==> src/rtl/hamming_pkg.sv <==
// Shared Hamming(7,4) types, bit layout and encode function; the 7-bit decoder uses the same layout.
package hamming_pkg;

    typedef logic [6:0] codeword_t;

    typedef enum logic [1:0] {
        IDLE  = 2'd0,
        SHIFT = 2'd1,
        GAP   = 2'd2
    } tx_state_t;

    // Parity at codeword positions 1,2,4 (one-based), data in the remaining slots.
    localparam int P0_POS = 0;
    localparam int P1_POS = 1;
    localparam int D3_POS = 2;
    localparam int P2_POS = 3;
    localparam int D2_POS = 4;
    localparam int D1_POS = 5;
    localparam int D0_POS = 6;

    localparam logic [2:0] LAST_BIT = 3'd6;

    function automatic codeword_t hamming74_encode(input logic [3:0] d);
        codeword_t e;
        e         = '0;
        e[D3_POS] = d[3];
        e[D2_POS] = d[2];
        e[D1_POS] = d[1];
        e[D0_POS] = d[0];
        e[P0_POS] = d[3] ^ d[2] ^ d[0];
        e[P1_POS] = d[3] ^ d[1] ^ d[0];
        e[P2_POS] = d[2] ^ d[1] ^ d[0];
        return e;
    endfunction

endpackage

==> src/rtl/hamming74_encoder_tx.sv <==
// Hamming(7,4) encoder + LSB-first serialiser; codeword and first bit one cycle after accept, 7+GAP_CYCLES cycles/frame.
// Bits advance only on ser_ready; HAMMING_ERR_INJECT_EN adds inj_en/inj_pos to flip one codeword bit on accept.
module hamming74_encoder_tx
    import hamming_pkg::*;
#(
    parameter int GAP_CYCLES = 0
) (
    input  logic       clk,
    input  logic       rst_n,
    input  logic       in_valid,
    output logic       in_ready,
    input  logic [3:0] in_data,
    output logic [6:0] code_word,
    output logic       code_valid,
    output logic       ser_out,
    output logic       ser_valid,
    output logic       ser_sof,
    input  logic       ser_ready,
    output logic       busy
`ifdef HAMMING_ERR_INJECT_EN
    ,
    input  logic       inj_en,
    input  logic [2:0] inj_pos
`endif
);

    localparam int GW         = (GAP_CYCLES > 0) ? $clog2(GAP_CYCLES + 1) : 1;
    localparam int GAP_LAST_I = (GAP_CYCLES > 0) ? GAP_CYCLES - 1 : 0;
    localparam logic [GW-1:0] GAP_LAST = GAP_LAST_I[GW-1:0];

    tx_state_t   state_q;
    codeword_t   shreg_q;
    codeword_t   code_word_q;
    logic        code_valid_q;
    logic [2:0]  cnt_q;
    logic [GW-1:0] gap_q;

    codeword_t   flip;
    codeword_t   cw_d;
    logic        last_bit;
    logic        accept;

`ifdef HAMMING_ERR_INJECT_EN
    // inj_pos==7 shifts the one-hot out of the 7-bit window, giving no flip.
    assign flip = inj_en ? codeword_t'(8'd1 << inj_pos) : '0;
`else
    assign flip = '0;
`endif

    assign cw_d     = hamming74_encode(in_data) ^ flip;
    assign last_bit = (state_q == SHIFT) && (cnt_q == LAST_BIT) && ser_ready;
    assign in_ready = (state_q == IDLE) || ((GAP_CYCLES == 0) && last_bit);
    assign accept   = in_valid && in_ready;

    assign ser_valid  = (state_q == SHIFT);
    assign ser_out    = shreg_q[0];
    assign ser_sof    = (state_q == SHIFT) && (cnt_q == 3'd0);
    assign busy       = (state_q != IDLE);
    assign code_word  = code_word_q;
    assign code_valid = code_valid_q;

    always_ff @(posedge clk or negedge rst_n) begin
        if (!rst_n) begin
            state_q      <= IDLE;
            shreg_q      <= '0;
            code_word_q  <= '0;
            code_valid_q <= 1'b0;
            cnt_q        <= '0;
            gap_q        <= '0;
        end else begin
            code_valid_q <= accept;
            if (accept) begin
                code_word_q <= cw_d;
            end
            unique case (state_q)
                IDLE: begin
                    if (accept) begin
                        shreg_q <= cw_d;
                        cnt_q   <= '0;
                        state_q <= SHIFT;
                    end
                end
                SHIFT: begin
                    if (ser_ready) begin
                        if (cnt_q == LAST_BIT) begin
                            cnt_q <= '0;
                            if (accept) begin
                                shreg_q <= cw_d;
                            end else begin
                                shreg_q <= shreg_q >> 1;
                                gap_q   <= '0;
                                state_q <= (GAP_CYCLES == 0) ? IDLE : GAP;
                            end
                        end else begin
                            shreg_q <= shreg_q >> 1;
                            cnt_q   <= cnt_q + 3'd1;
                        end
                    end
                end
                GAP: begin
                    if (gap_q == GAP_LAST) begin
                        state_q <= IDLE;
                    end else begin
                        gap_q <= gap_q + GW'(1);
                    end
                end
                default: state_q <= IDLE;
            endcase
        end
    end

endmodule

==> config.mk <==
export PLATFORM = sky130hd
export DESIGN_NAME = hamming74_encoder_tx
export DESIGN_NICKNAME = d
export VERILOG_FILES = /design/src/rtl/hamming_pkg.sv /design/src/rtl/hamming74_encoder_tx.sv
export SDC_FILE = /design/constraint.sdc
export NUM_CORES = 1
export LEC_CHECK = 0
export CAP_MARGIN = 10
export CELL_PAD_IN_SITES_DETAIL_PLACEMENT = 1
export CELL_PAD_IN_SITES_GLOBAL_PLACEMENT = 1
export CORE_UTILIZATION = 38
export CTS_CLUSTER_DIAMETER = 100
export DETAILED_ROUTE_END_ITERATION = 10
export PLACE_DENSITY = 0.78
export SYNTH_ARGS = -nofsm -noshare
export SYNTH_HDL_FRONTEND = slang
export SYNTH_SLANG_ARGS = --single-unit
==> constraint.sdc <==
create_clock -name clk -period 1.9 [get_ports clk]
set_input_delay 0.38 -clock clk [delete_from_list [all_inputs] [get_ports clk]]
set_output_delay 0.38 -clock clk [all_outputs]
set_load 0.1 [all_outputs]
==> results.yml <==
place:
  dpl_cell_area_sq_um: 1360
  place_congestion: 0.760
  dp.cells: 145
  dp_hpwl_mm: 1.77
  port_buffers: 20
  pre_cts_ws_ns: 0.00144
setup_path:
  cp-end-kind: "output pin"
  cp.required_ns: 1.52
  worstSetupPathType: "primary input to output pin"
  start_kind: "primary input"
  r2r_slack_ns: 0.28
  reg2reg_from: "state_q[0]"
  cp_max_fo: 3
  reg2reg_to: "shreg_q[4]"
  worstPathArrival_ns: 1.48
  r2r_cells: 6
hold_path:
  hp-class: "primary input to asynchronous set/reset pin"
timing:
  setup_viol: 0
  hold_slack_ns: 0.398
  hold_violations: 0
  finalCritPeriodShare: 0.977
  timing.fmax_mhz: 539
  skew_ns: 0.00675
  slew_viol_final: 0
  fin_crit_ns: 1.86
  worstMarginPinSlew_ns: 0.313
  finalWorstSetupSlack_ns: 0.0438
  slew_headroom: 0.791
  tns_ns: 0
  rsz0062_at_grt: "false"
cells_and_area:
  fin_cells: 153
  layout.nets: 132
  drive_gt1_frac: 0.407
  post-route-util: 0.571
  final_cell_mix: "dfrtp_1 (16), buf_4 (16), nand2_1 (10)"
  syn2layout_area_growth_pct: 39.8
  final_cell_area_sq_um: 1430
  n_antenna_cell: 0
yosys:
  synth_nets: 102
  syn_area_sq_um: 1020
  syn_inst: 94
  yosys_warnings: 0
  avgSynthCellArea_sq_um: 10.9
  ys_seq_area_frac: 0.466
  ys_types: 34
  synth_seq_cells: 19
route:
  drt_iter0_drc: 6
  postRouteAntennaNets: 0
  routed_wl_mm: 2.40
  drcViolationCount: 0
  dr.pass1.iters: 2
  vias_per_cell: 5.39
  vias: 824
  wl_per_cell_um: 15.7
floorplan:
  initial_core_util: 0.408
  dieArea_sq_um: 2900
  fp.coreArea_sq_um: 2500
  rows: 18
  die_y_um: 53.8
  ioPinCount: 21
  die_width_um: 53.8
grt:
  grt_pass1_vias: 831
  antenna_found_initial: 0
  grt_pass1_wl_mm: 4.01
  track_usage: 0.201
  globalRoute.totalOverflow: 0
  grt_max_degree: 20
cts:
  clockBufferDepth: 2
  hold_buffers: 0
  cts_tree: "done"
  cts_root_buf: "clkbuf_4"
  clock_latency_ns: 0.31
  clk_pin_slew_ns: 0.11
  clock-sinks: 19
  cts_made_buffers: 3
  h-tree-depth: 1
run_status:
  status: "complete, no violations"
power:
  powerDensity_nw_per_um2: 1720
  leakage_nw: 0.621
  finalPower_mw: 2.46
  peakVddDrop_uv: 1270
job:
  max-cap-violations: 0
-- timing repair --
action,in CTS,in global routing
endpoints found under the hold margin,0,0
gates cloned,0,0
setup buffers,0,4
endpoints found under the setup margin,1,2
resized for setup,2,1
pin swaps,0,1
-- worst max-delay path: stages --
cell and delay [ns]:
clkdlybuf4s50_1 0.50, nand2_2 0.10, o21ai_4 0.18, buf_4 0.16
buf_12 0.16
-- cell families (layout without fill, tap and decap cells) --
logic type | Yosys count | count (layout) | synth area share
and+or+nand+nor | 29 | 29 | 0.153
xor gates and xnor gates | 5 | 5 | 0.0429
AOI/OAI and AO/OA | 27 | 27 | 0.210
DFF | 19 | 19 | 0.466
muxes | 6 | 6 | 0.0797
buffers and inverters | 8 | 37 | 0.0490
-- routing by layer --
layer | GRT usage | routed length (um)
met2 | 0.337 | 1260
met4 | 0.105 | 51
met3 | 0.0254 | 56
met1 | 0.249 | 1030
met5 | 0 | 0
-- synthesized netlist by cell type, drive strengths merged --
cell type,count,area [sq um]
a21o,1,8.76
a21oi,8,43.8
a22o,1,8.76
a31o,1,8.76
a31oi,1,6.26
a32oi,1,8.76
and2,1,7.51
and3b,1,10.0
buf,6,42.5
dfrtp,19,475
inv,2,7.51
mux2,5,71.3
mux2i,1,10.0
nand2,12,55.1
nand2b,1,6.26
nor2,5,18.8
nor3,3,15.0
nor3b,4,30.0
nor4,1,6.26
o211ai,1,21.3
o21ai,5,28.8
o22ai,1,6.26
o2bb2ai,4,35.0
o31ai,3,37.5
or2b,1,7.51
xnor2,5,43.8
-- layout make-up --
class                   instances  area (sq um)
clock inverters                 1          5.00
well taps                      30          37.5
inverters                       2          12.5
flip-flops and latches         19           482
repair buffers                 31           350
multi-input cells              67           518
clock buffers                   3          22.5
fillers                       265          1070
-- where the power goes --
part / internal [mW] / leakage (nW) / switching, mW
combinational: 0.538 / 0.369 / 1.04
sequential: 0.551 / 0.234 / 0.124
clock: 0.0786 / 0.0177 / 0.131
-- flip-flops by register name (all words and copies together), names as in the netlist --
name	flops
code_word	7
cnt_q	3
code_valid	1
state_q	1
shreg_q	7
-- worst max path at each step --
stage | startpoint | to | slack (ns) | cells after the start
2_1_floorplan | state_q[0] | ser_sof | -0.44 | 3
3_3_place_gp | ser_ready | in_ready | 0.01 | 5
3_5_place_dp | ser_ready | in_ready | 0.001 | 5
4_1_cts | state_q[0] | ser_sof | 0.002 | 3
5_1_grt | ser_ready | in_ready | 0.00002 | 5
6_report | ser_ready | in_ready | 0.04 | 5
(Power assumes the default switching activity.)
